**src/rtl/ama_riscv_writeback.sv**
```systemverilog
// Writeback stage: registers the MEM bundle, aligns/extends load data, selects the
// register-file write source, mirrors it as a bypass, and counts retired instructions.
module ama_riscv_writeback #(
  parameter logic [31:0] RST_PC4 = 32'h0
) (
  input  logic        clk,
  input  logic        rst_n,
  input  logic        mem_valid,
  input  logic        mem_reg_we,
  input  logic [4:0]  mem_rd,
  input  logic [1:0]  mem_wb_sel,
  input  logic [31:0] mem_alu_out,
  input  logic [31:0] mem_pc_plus4,
  input  logic [2:0]  mem_funct3,
  input  logic [31:0] dmem_rdata,
  input  logic        wb_stall,
  input  logic        wb_flush,
  output logic        rf_we,
  output logic [4:0]  rf_addr_d,
  output logic [31:0] rf_data_d,
  output logic        fwd_valid,
  output logic [4:0]  fwd_rd,
  output logic [31:0] fwd_data,
  output logic [63:0] instret
);

  localparam logic [1:0] SEL_ALU  = 2'd0;
  localparam logic [1:0] SEL_LOAD = 2'd1;
  localparam logic [1:0] SEL_PC4  = 2'd2;

  localparam logic [2:0] F3_LB  = 3'b000;
  localparam logic [2:0] F3_LH  = 3'b001;
  localparam logic [2:0] F3_LBU = 3'b100;
  localparam logic [2:0] F3_LHU = 3'b101;

  // Picks the addressed byte/half out of the raw word and extends it; LW and the
  // unused load codes pass the whole word through untouched.
  function automatic logic [31:0] align_load(
    input logic [31:0] word,
    input logic [1:0]  off,
    input logic [2:0]  f3
  );
    logic        [7:0]  byte_u;
    logic        [15:0] half_u;
    logic signed [7:0]  byte_s;
    logic signed [15:0] half_s;
    case (off)
      2'd0:    byte_u = word[7:0];
      2'd1:    byte_u = word[15:8];
      2'd2:    byte_u = word[23:16];
      default: byte_u = word[31:24];
    endcase
    half_u = off[1] ? word[31:16] : word[15:0];
    byte_s = byte_u;
    half_s = half_u;
    case (f3)
      F3_LB:   align_load = 32'(byte_s);
      F3_LBU:  align_load = {24'd0, byte_u};
      F3_LH:   align_load = 32'(half_s);
      F3_LHU:  align_load = {16'd0, half_u};
      default: align_load = word;
    endcase
  endfunction

  logic        valid_q,    valid_d;
  logic        reg_we_q,   reg_we_d;
  logic [4:0]  rd_q,       rd_d;
  logic [1:0]  wb_sel_q,   wb_sel_d;
  logic [31:0] alu_out_q,  alu_out_d;
  logic [31:0] pc_plus4_q, pc_plus4_d;
  logic [2:0]  funct3_q,   funct3_d;
  logic [63:0] instret_q,  instret_d;

  logic        retire;
  logic [31:0] load_data;
  logic [31:0] wb_data;

  assign retire = valid_q & ~wb_stall;

  // Flush wins over stall; a flushed slot only needs valid cleared.
  always_comb begin
    valid_d    = valid_q;
    reg_we_d   = reg_we_q;
    rd_d       = rd_q;
    wb_sel_d   = wb_sel_q;
    alu_out_d  = alu_out_q;
    pc_plus4_d = pc_plus4_q;
    funct3_d   = funct3_q;
    if (wb_flush) begin
      valid_d = 1'b0;
    end else if (!wb_stall) begin
      valid_d    = mem_valid;
      reg_we_d   = mem_reg_we;
      rd_d       = mem_rd;
      wb_sel_d   = mem_wb_sel;
      alu_out_d  = mem_alu_out;
      pc_plus4_d = mem_pc_plus4;
      funct3_d   = mem_funct3;
    end
    instret_d = instret_q + {63'd0, retire};
  end

  always_ff @(posedge clk or negedge rst_n) begin
    if (!rst_n) begin
      valid_q    <= 1'b0;
      reg_we_q   <= 1'b0;
      rd_q       <= 5'd0;
      wb_sel_q   <= SEL_ALU;
      alu_out_q  <= 32'd0;
      pc_plus4_q <= RST_PC4;
      funct3_q   <= 3'd0;
      instret_q  <= 64'd0;
    end else begin
      valid_q    <= valid_d;
      reg_we_q   <= reg_we_d;
      rd_q       <= rd_d;
      wb_sel_q   <= wb_sel_d;
      alu_out_q  <= alu_out_d;
      pc_plus4_q <= pc_plus4_d;
      funct3_q   <= funct3_d;
      instret_q  <= instret_d;
    end
  end

  // Write port and bypass are purely combinational from the stage register.
  always_comb begin
    load_data = align_load(dmem_rdata, alu_out_q[1:0], funct3_q);
    case (wb_sel_q)
      SEL_LOAD: wb_data = load_data;
      SEL_PC4:  wb_data = pc_plus4_q;
      default:  wb_data = alu_out_q;
    endcase
  end

  assign rf_we     = valid_q & reg_we_q & (rd_q != 5'd0) & ~wb_stall;
  assign rf_addr_d = rd_q;
  assign rf_data_d = wb_data;

  assign fwd_valid = rf_we;
  assign fwd_rd    = rf_addr_d;
  assign fwd_data  = rf_data_d;

  assign instret = instret_q;

endmodule

```
**config.mk**
```make
export PLATFORM = sky130hd
export DESIGN_NAME = ama_riscv_writeback
export DESIGN_NICKNAME = d
export VERILOG_FILES = /design/src/rtl/ama_riscv_writeback.sv
export SDC_FILE = /design/constraint.sdc
export NUM_CORES = 1
export LEC_CHECK = 0
export ABC_AREA = 1
export ABC_CLOCK_PERIOD_IN_PS = 2900
export CORE_ASPECT_RATIO = 1.75
export CORE_MARGIN = 2
export CORE_UTILIZATION = 33
export CTS_BUF_LIST = sky130_fd_sc_hd__clkbuf_2 sky130_fd_sc_hd__clkbuf_4 sky130_fd_sc_hd__clkbuf_8
export CTS_CLUSTER_SIZE = 24
export DETAILED_ROUTE_END_ITERATION = 6
export SLEW_MARGIN = 15
export SYNTH_ARGS = -nofsm -noshare
export SYNTH_HDL_FRONTEND = slang
export SYNTH_SLANG_ARGS = --single-unit
```
**constraint.sdc**
```tcl
create_clock -name clk -period 2.9 [get_ports clk]
set_input_delay 0.58 -clock clk [delete_from_list [all_inputs] [get_ports clk]]
set_output_delay 0.58 -clock clk [all_outputs]
set_load 0.02 [all_outputs]
```
==> results of run 1 <==
## state kept, by name (all words and copies together) (netlist names)
signal and flops:
alu_out_q 32, funct3_q 3, fwd_rd 5, instret 64, pc_plus4_q 32, reg_we_q 1, valid_q 1, wb_sel_q 2
## per-stage QoR
step           utilization  power [W]
6_report             0.469    0.00630
4_1_cts              0.478    0.00643
2_1_floorplan            -    0.00355
5_1_grt              0.469    0.00660
3_5_place_dp         0.456    0.00459
3_3_place_gp         0.456    0.00457
## power breakdown
part / switching (W) / leakage (nW) / internal [W]
clock network: 0.000809 / 0.242 / 0.00115
logic: 0.00132 / 3.05 / 0.000795
registers: 0.000119 / 1.83 / 0.00211
## kinds of logic (layout without fill, tap and decap cells)
| kind of cell | Yosys count | after routing | synth area share |
|---|---|---|---|
| AO/OA/AOI/OAI | 114 | 114 | 0.0730 |
| buffers and inverters | 127 | 387 | 0.0797 |
| AND/OR/NAND/NOR | 688 | 688 | 0.351 |
| other | 0 | 2 | 0 |
| flip-flops | 140 | 140 | 0.439 |
| adder cells (fa/ha/maj) | 4 | 4 | 0.00627 |
| XOR/XNOR | 47 | 47 | 0.0515 |
## routing by layer
layer  share of wire  track usage  vias up
met5         0.00034            0        -
met4           0.079        0.187        2
met3           0.062       0.0620       99
met2            0.53        0.465      340
met1            0.33        0.235     3914
li1                -            -     3968
## placed cells by master, fill, tap and decap left out, types with 2 or more instances in the layout
cell / instances
a21oi_1: 58
a21oi_2: 13
and2_1: 7
buf_12: 5
buf_2: 22
buf_4: 47
buf_6: 3
bufinv_16: 6
clkbuf_2: 33
clkbuf_8: 19
clkdlybuf4s50_1: 186
clkinv_2: 3
clkinv_4: 3
dfrtp_1: 140
diode_2: 2
dlygate4sd2_1: 4
ha_1: 4
inv_1: 51
inv_2: 3
nand2_1: 424
nand2_2: 7
nand3_1: 35
nand3_2: 3
nand3b_1: 7
nand4_1: 4
nor2_1: 177
nor2_2: 7
nor2_4: 4
nor3_1: 4
nor3_2: 2
o211ai_1: 2
o21ai_0: 33
o21ai_1: 4
or2_0: 2
or2_2: 2
xnor2_1: 27
xor2_1: 20
## worst max-delay path, cell delays in order (launching register included)
cell	delay, ns
dfrtp_1	0.36
inv_1	0.06
ha_1	0.34
inv_1	0.10
buf_4	0.18
nor2_1	0.20
a21oi_1	0.07
buf_4	0.13
dlygate4sd2_1	0.31
## final timing paths
| kind | start | endpoint | slack (ns) | cells after the start |
|---|---|---|---|---|
| setup / recovery | wb_sel_q[0] | rf_data_d[4] | 0.07 | 8 |
| hold / removal | rst_n | wb_sel_q[0] | 0.14 | 1 |
| setup reg to reg | valid_q | instret[60] | 0.76 | 11 |
| hold reg to reg | alu_out_q[31] | alu_out_q[31] | 0.47 | 2 |
| max in group asynchronous | rst_n | alu_out_q[9] | 1.98 | 2 |
| min in group clk | alu_out_q[31] | alu_out_q[31] | 0.47 | 2 |
## timing repair
item	CTS	global route
pin swaps	2	4
setup endpoints to repair	64	61
gates resized for setup	147	95
setup buffers	3	1
## cell type report
| cell class | count | area share |
|---|---|---|
| diodes | 2 | 0.000447 |
| well taps | 308 | 0.0344 |
| inverters | 56 | 0.0189 |
| multi-input cells | 853 | 0.352 |
| clock buffers | 19 | 0.0234 |
| repair buffers | 301 | 0.239 |
| clock inverters | 11 | 0.0193 |
| flip-flops and latches | 140 | 0.313 |
==> results_dict.tcl, run 1 <==
set metrics [dict create \
    cts_tree "done" \
    numClockSinks 140 \
    crit_path_start_kind "flop" \
    place_inst 1654 \
    route.antenna.remaining_nets 0 \
    syn_area_um2 7990 \
    max_freq_ghz 0.353 \
    stdcell_count 1690 \
    initial_core_util 0.335 \
    synth_area_leaders "dfrtp_1 44%, nand2_1 20%, nor2_1 8.4%" \
    yosysTopAreaCell "dfrtp_1" \
    synth_warnings 0 \
    setup_viol 0 \
    synthDistinctLibCells 35 \
    dieArea_um2 25500 \
    syn_to_final_growth_pct 40.1 \
    postSynthCellCount 1120 \
    n_fill_cell 2482 \
    die_w_um 122 \
    cp-end-kind "output port" \
    yosysTopAreaCellShare 0.439 \
    timing_worst_setup_path_type "flop to output port" \
    drc_errors 0 \
    ys_dominant_reg_cell "dfrtp_1" \
    rows 75 \
    wl_per_cell_um 18.9 \
    avgSynthCellArea_um2 7.13 \
    cellLeakagePower_nw 5.12 \
    ir_drop_v 0.000279 \
    clk_latency_ns 0.49 \
    seq_area_um2 3500 \
    vias_per_cell 4.92 \
    track_usage 0.253 \
    grt_pass1_wl_um 47300 \
    hp-class "input pin to async pin" \
    worst_slew_pin_slew_ns 1.01 \
    final_layout_size_suffix_gt1_frac 0.136 \
    grt_overflow 0 \
    fin_worst_hold_slack_ns 0.142 \
    synth_common_cells "427 x nand2_1, 179 x nor2_1, 140 x dfrtp_1" \
    drv_cap 0 \
    crit_required_ns 2.32 \
    io_buffers 251 \
    design_area_um2 11200 \
    hpwl_um 24600 \
    worst_slack_ns 0.0681 \
    antenna_found_initial 2 \
    finalClockSkew_ns 0.0114 \
    fin_crit_ns 2.83 \
    finalCritPeriodShare 0.977 \
    yosysMostFrequentCell "nand2_1" \
    grt_pass1_vias 8398 \
    p_per_area_nw_per_um2 563 \
    finalHoldViolCount 0 \
    seq_area_frac_synth 0.439 \
    rsz0062_at_grt "true" \
    htree_levels 4 \
    pre_cts_ws_ns -0.392 \
    clk_pin_slew_ns 0.08 \
    slew_viol_final 0 \
    drt-initial-drc-count 489 \
    cts_buffers 17 \
    postCtsHoldBufs 0 \
    die_h_um 210 \
    io_pins 252 \
    synth-async-reset-ratio 1.00 \
    core_area_um2 23800 \
    clockRootBuffer "clkbuf_8" \
    ys_seq_elements 140 \
    nets 1485 \
    status "completed" \
    relSlewSlack 0.329 \
    dpl-instance-area_um2 10900 \
    drt_first_pass_iters 5 \
    multiInputGateArea_um2 3940 \
    clk_path_buf_depth 2 \
    synth_nets 1236 \
    num_vias 8323 \
    wl_um 32000 \
    place_congestion 0.976 \
    fin_tns_setup_ns 0 \
    grt_max_degree 88 \
    cp.arrival_ns 2.25 \
    cp_max_fo 10 \
    synth_enable_flop_cells 0 \
]
Power figures use the tool's default switching activity.
==> run 2: changes to the inputs <==
Settings changed: SLEW_MARGIN 15 to unset.
==> run 2 against run 1 <==
Effect of this change:
- final cell count unchanged
- clock skew about the same
- die area unchanged
- final area hardly changed
- flip-flop and latch count unchanged
- global-route usage is the same
- clock-buffer cell count unchanged
- setup slack worse by 0.00050 ns
- worst hold slack barely moved
- critical path type unchanged
- critical endpoint unchanged
- largest cell class unchanged
- largest power group unchanged
==> results_dict.tcl, run 2 (synthesis results as in run 1) <==
set metrics [dict create \
    status "completed" \
    cp_max_fo 10 \
    cpMaxStageDelayCell "dfrtp_1" \
    path_delay_family "buffers and inverters" \
    p_per_area_nw_per_um2 563 \
    wl_um 32000 \
    die_h_um 210 \
    dpl-instance-area_um2 10900 \
    rsz0062_at_grt "true" \
    die_w_um 122 \
    power_w 0.00630 \
    drv_cap 0 \
    met3_usage 0.0620 \
    r2r_slack_ns 0.76 \
    num_vias 8313 \
    cts_tree "done" \
    vias_per_cell 4.92 \
    place_congestion 0.976 \
    postCtsHoldBufs 0 \
    io_pins 252 \
    clk_pin_slew_ns 0.08 \
    syn_to_final_growth_pct 40.1 \
    combPwrFrac 0.335 \
    top_usage_layer "met2" \
    slew_viol_final 0 \
    io_buffers 251 \
    fin_tns_setup_ns 0 \
    p_int_w 0.00405 \
    fin_crit_ns 2.83 \
    nets 1485 \
    crit_required_ns 2.32 \
    gr-usage-met2 0.465 \
    route.antenna.remaining_nets 0 \
    drt_first_pass_iters 5 \
    layout_commonest_cell "nand2_1" \
    largest_reg_flops 64 \
    clockRootBuffer "clkbuf_8" \
    grt_overflow 0 \
    cts_buffers 17 \
    grt_max_degree 88 \
    final_layout_size_suffix_gt1_frac 0.136 \
    timing_worst_setup_path_type "flop to output port" \
    antenna_found_initial 2 \
    finalClockSkew_ns 0.0114 \
    n_fill_cell 2481 \
    clockPowerShare 0.311 \
    drt-initial-drc-count 489 \
    core_area_um2 23800 \
    cellLeakagePower_nw 5.12 \
    met1_usage 0.235 \
    swShare 0.357 \
    clk_latency_ns 0.49 \
    wl_per_cell_um 18.9 \
    worst_slew_pin_slew_ns 1.22 \
    cp.arrival_ns 2.25 \
    hp-class "input pin to async pin" \
    netSwitchingPower_w 0.00225 \
    ir_drop_v 0.000279 \
    rows 75 \
    worst_slack_ns 0.0675 \
    setup_viol 0 \
    max_freq_ghz 0.353 \
    track_usage 0.253 \
    seqPwrFrac 0.354 \
    grt_pass1_wl_um 47300 \
    relSlewSlack 0.188 \
    drc_errors 0 \
    pre_cts_ws_ns -0.392 \
    hpwl_um 24600 \
    initial_core_util 0.335 \
    path_buf_inv 5 \
    crit_path_start_kind "flop" \
    finalCritPeriodShare 0.977 \
    mostFrequentLayoutCells "424 x nand2_1, 186 x clkdlybuf4s50_1, 177 x nor2_1, 140 x dfrtp_1, 58 x a21oi_1" \
    finalHoldViolCount 0 \
    grt_pass1_vias 8398 \
    dieArea_um2 25500 \
    numClockSinks 140 \
    clk_path_buf_depth 2 \
    cp-end-kind "output port" \
    path_cells "inv_1 > ha_1 > inv_1 > buf_4 > nor2_1 > a21oi_1 > buf_4 > dlygate4sd2_1" \
    htree_levels 4 \
    max_stage_delay_ns 0.36 \
    design_area_um2 11200 \
]
==> run 2: cell types whose count changed in the layout (fill, tap and decap cells not counted) <==
cell      change
clkinv_2      -1
inv_2         +1
==> run 2: per-stage QoR <==
step / instances / hold WS [ns] / utilization
floorplan: 1120 / 0.284 / -
global placement: 1654 / 0.453 / 0.456
detailed placement: 1654 / 0.459 / 0.456
CTS: 1687 / 0.168 / 0.478
global route: 1689 / 0.187 / 0.469
finish: 1690 / 0.141 / 0.469
==> run 2: worst reg2reg max path: stages (launching register included) <==
cell and delay (ns):
dfrtp_1 0.35, inv_1 0.04, nor2_1 0.14, ha_1 0.20, ha_1 0.19, inv_1 0.10
nor2_4 0.20, inv_1 0.07, nor2_2 0.29, nand2_1 0.21, o21ai_1 0.18, nand2_1 0.06
==> run 2: routing by layer <==
| layer | vias up | routed length [µm] | part of all wire |
|---|---|---|---|
| met4 | 2 | 2500 | 0.078 |
| met3 | 93 | 1970 | 0.061 |
| li1 | 3968 | - | - |
| met1 | 3906 | 10700 | 0.33 |
| met5 | - | 11 | 0.00034 |
| met2 | 344 | 16900 | 0.53 |
==> run 2: power groups by stage <==
stage | sequential, W | combinational [W] | clock (W)
2_1_floorplan | 0.00228 | 0.00127 | 0
3_3_place_gp | 0.00226 | 0.00231 | 0
3_5_place_dp | 0.00226 | 0.00232 | 0
4_1_cts | 0.00222 | 0.00220 | 0.00201
5_1_grt | 0.00225 | 0.00228 | 0.00208
6_report | 0.00223 | 0.00211 | 0.00196
==> run 2: path summary, 6_finish.rpt <==
path / startpoint / endpoint / depth (start not counted)
min reg2reg: alu_out_q[31] / alu_out_q[31] / 2
min in group clk: alu_out_q[31] / alu_out_q[31] / 2
max: wb_sel_q[0] / rf_data_d[4] / 8
min: rst_n / wb_sel_q[0] / 1
max in group asynchronous: rst_n / alu_out_q[9] / 2
max reg2reg: valid_q / instret[60] / 11
==> run 2: what timing repair did <==
item,in CTS,in global routing
pin swaps,2,4
endpoints found under the setup margin,64,61
resized for setup,147,95
setup buffers,3,1
==> run 2: final cells by class <==
| cell class | instances | area (µm²) | area share |
|---|---|---|---|
| Inverter | 56 | 210 | 0.0188 |
| Sequential cell | 140 | 3500 | 0.313 |
| Multi-Input combinational cell | 853 | 3940 | 0.352 |
| Antenna cell | 2 | 5.00 | 0.000447 |
| Timing Repair Buffer | 301 | 2670 | 0.239 |
| Tap cell | 308 | 385 | 0.0344 |
| Clock buffer | 19 | 262 | 0.0234 |
| Clock inverter | 11 | 216 | 0.0193 |
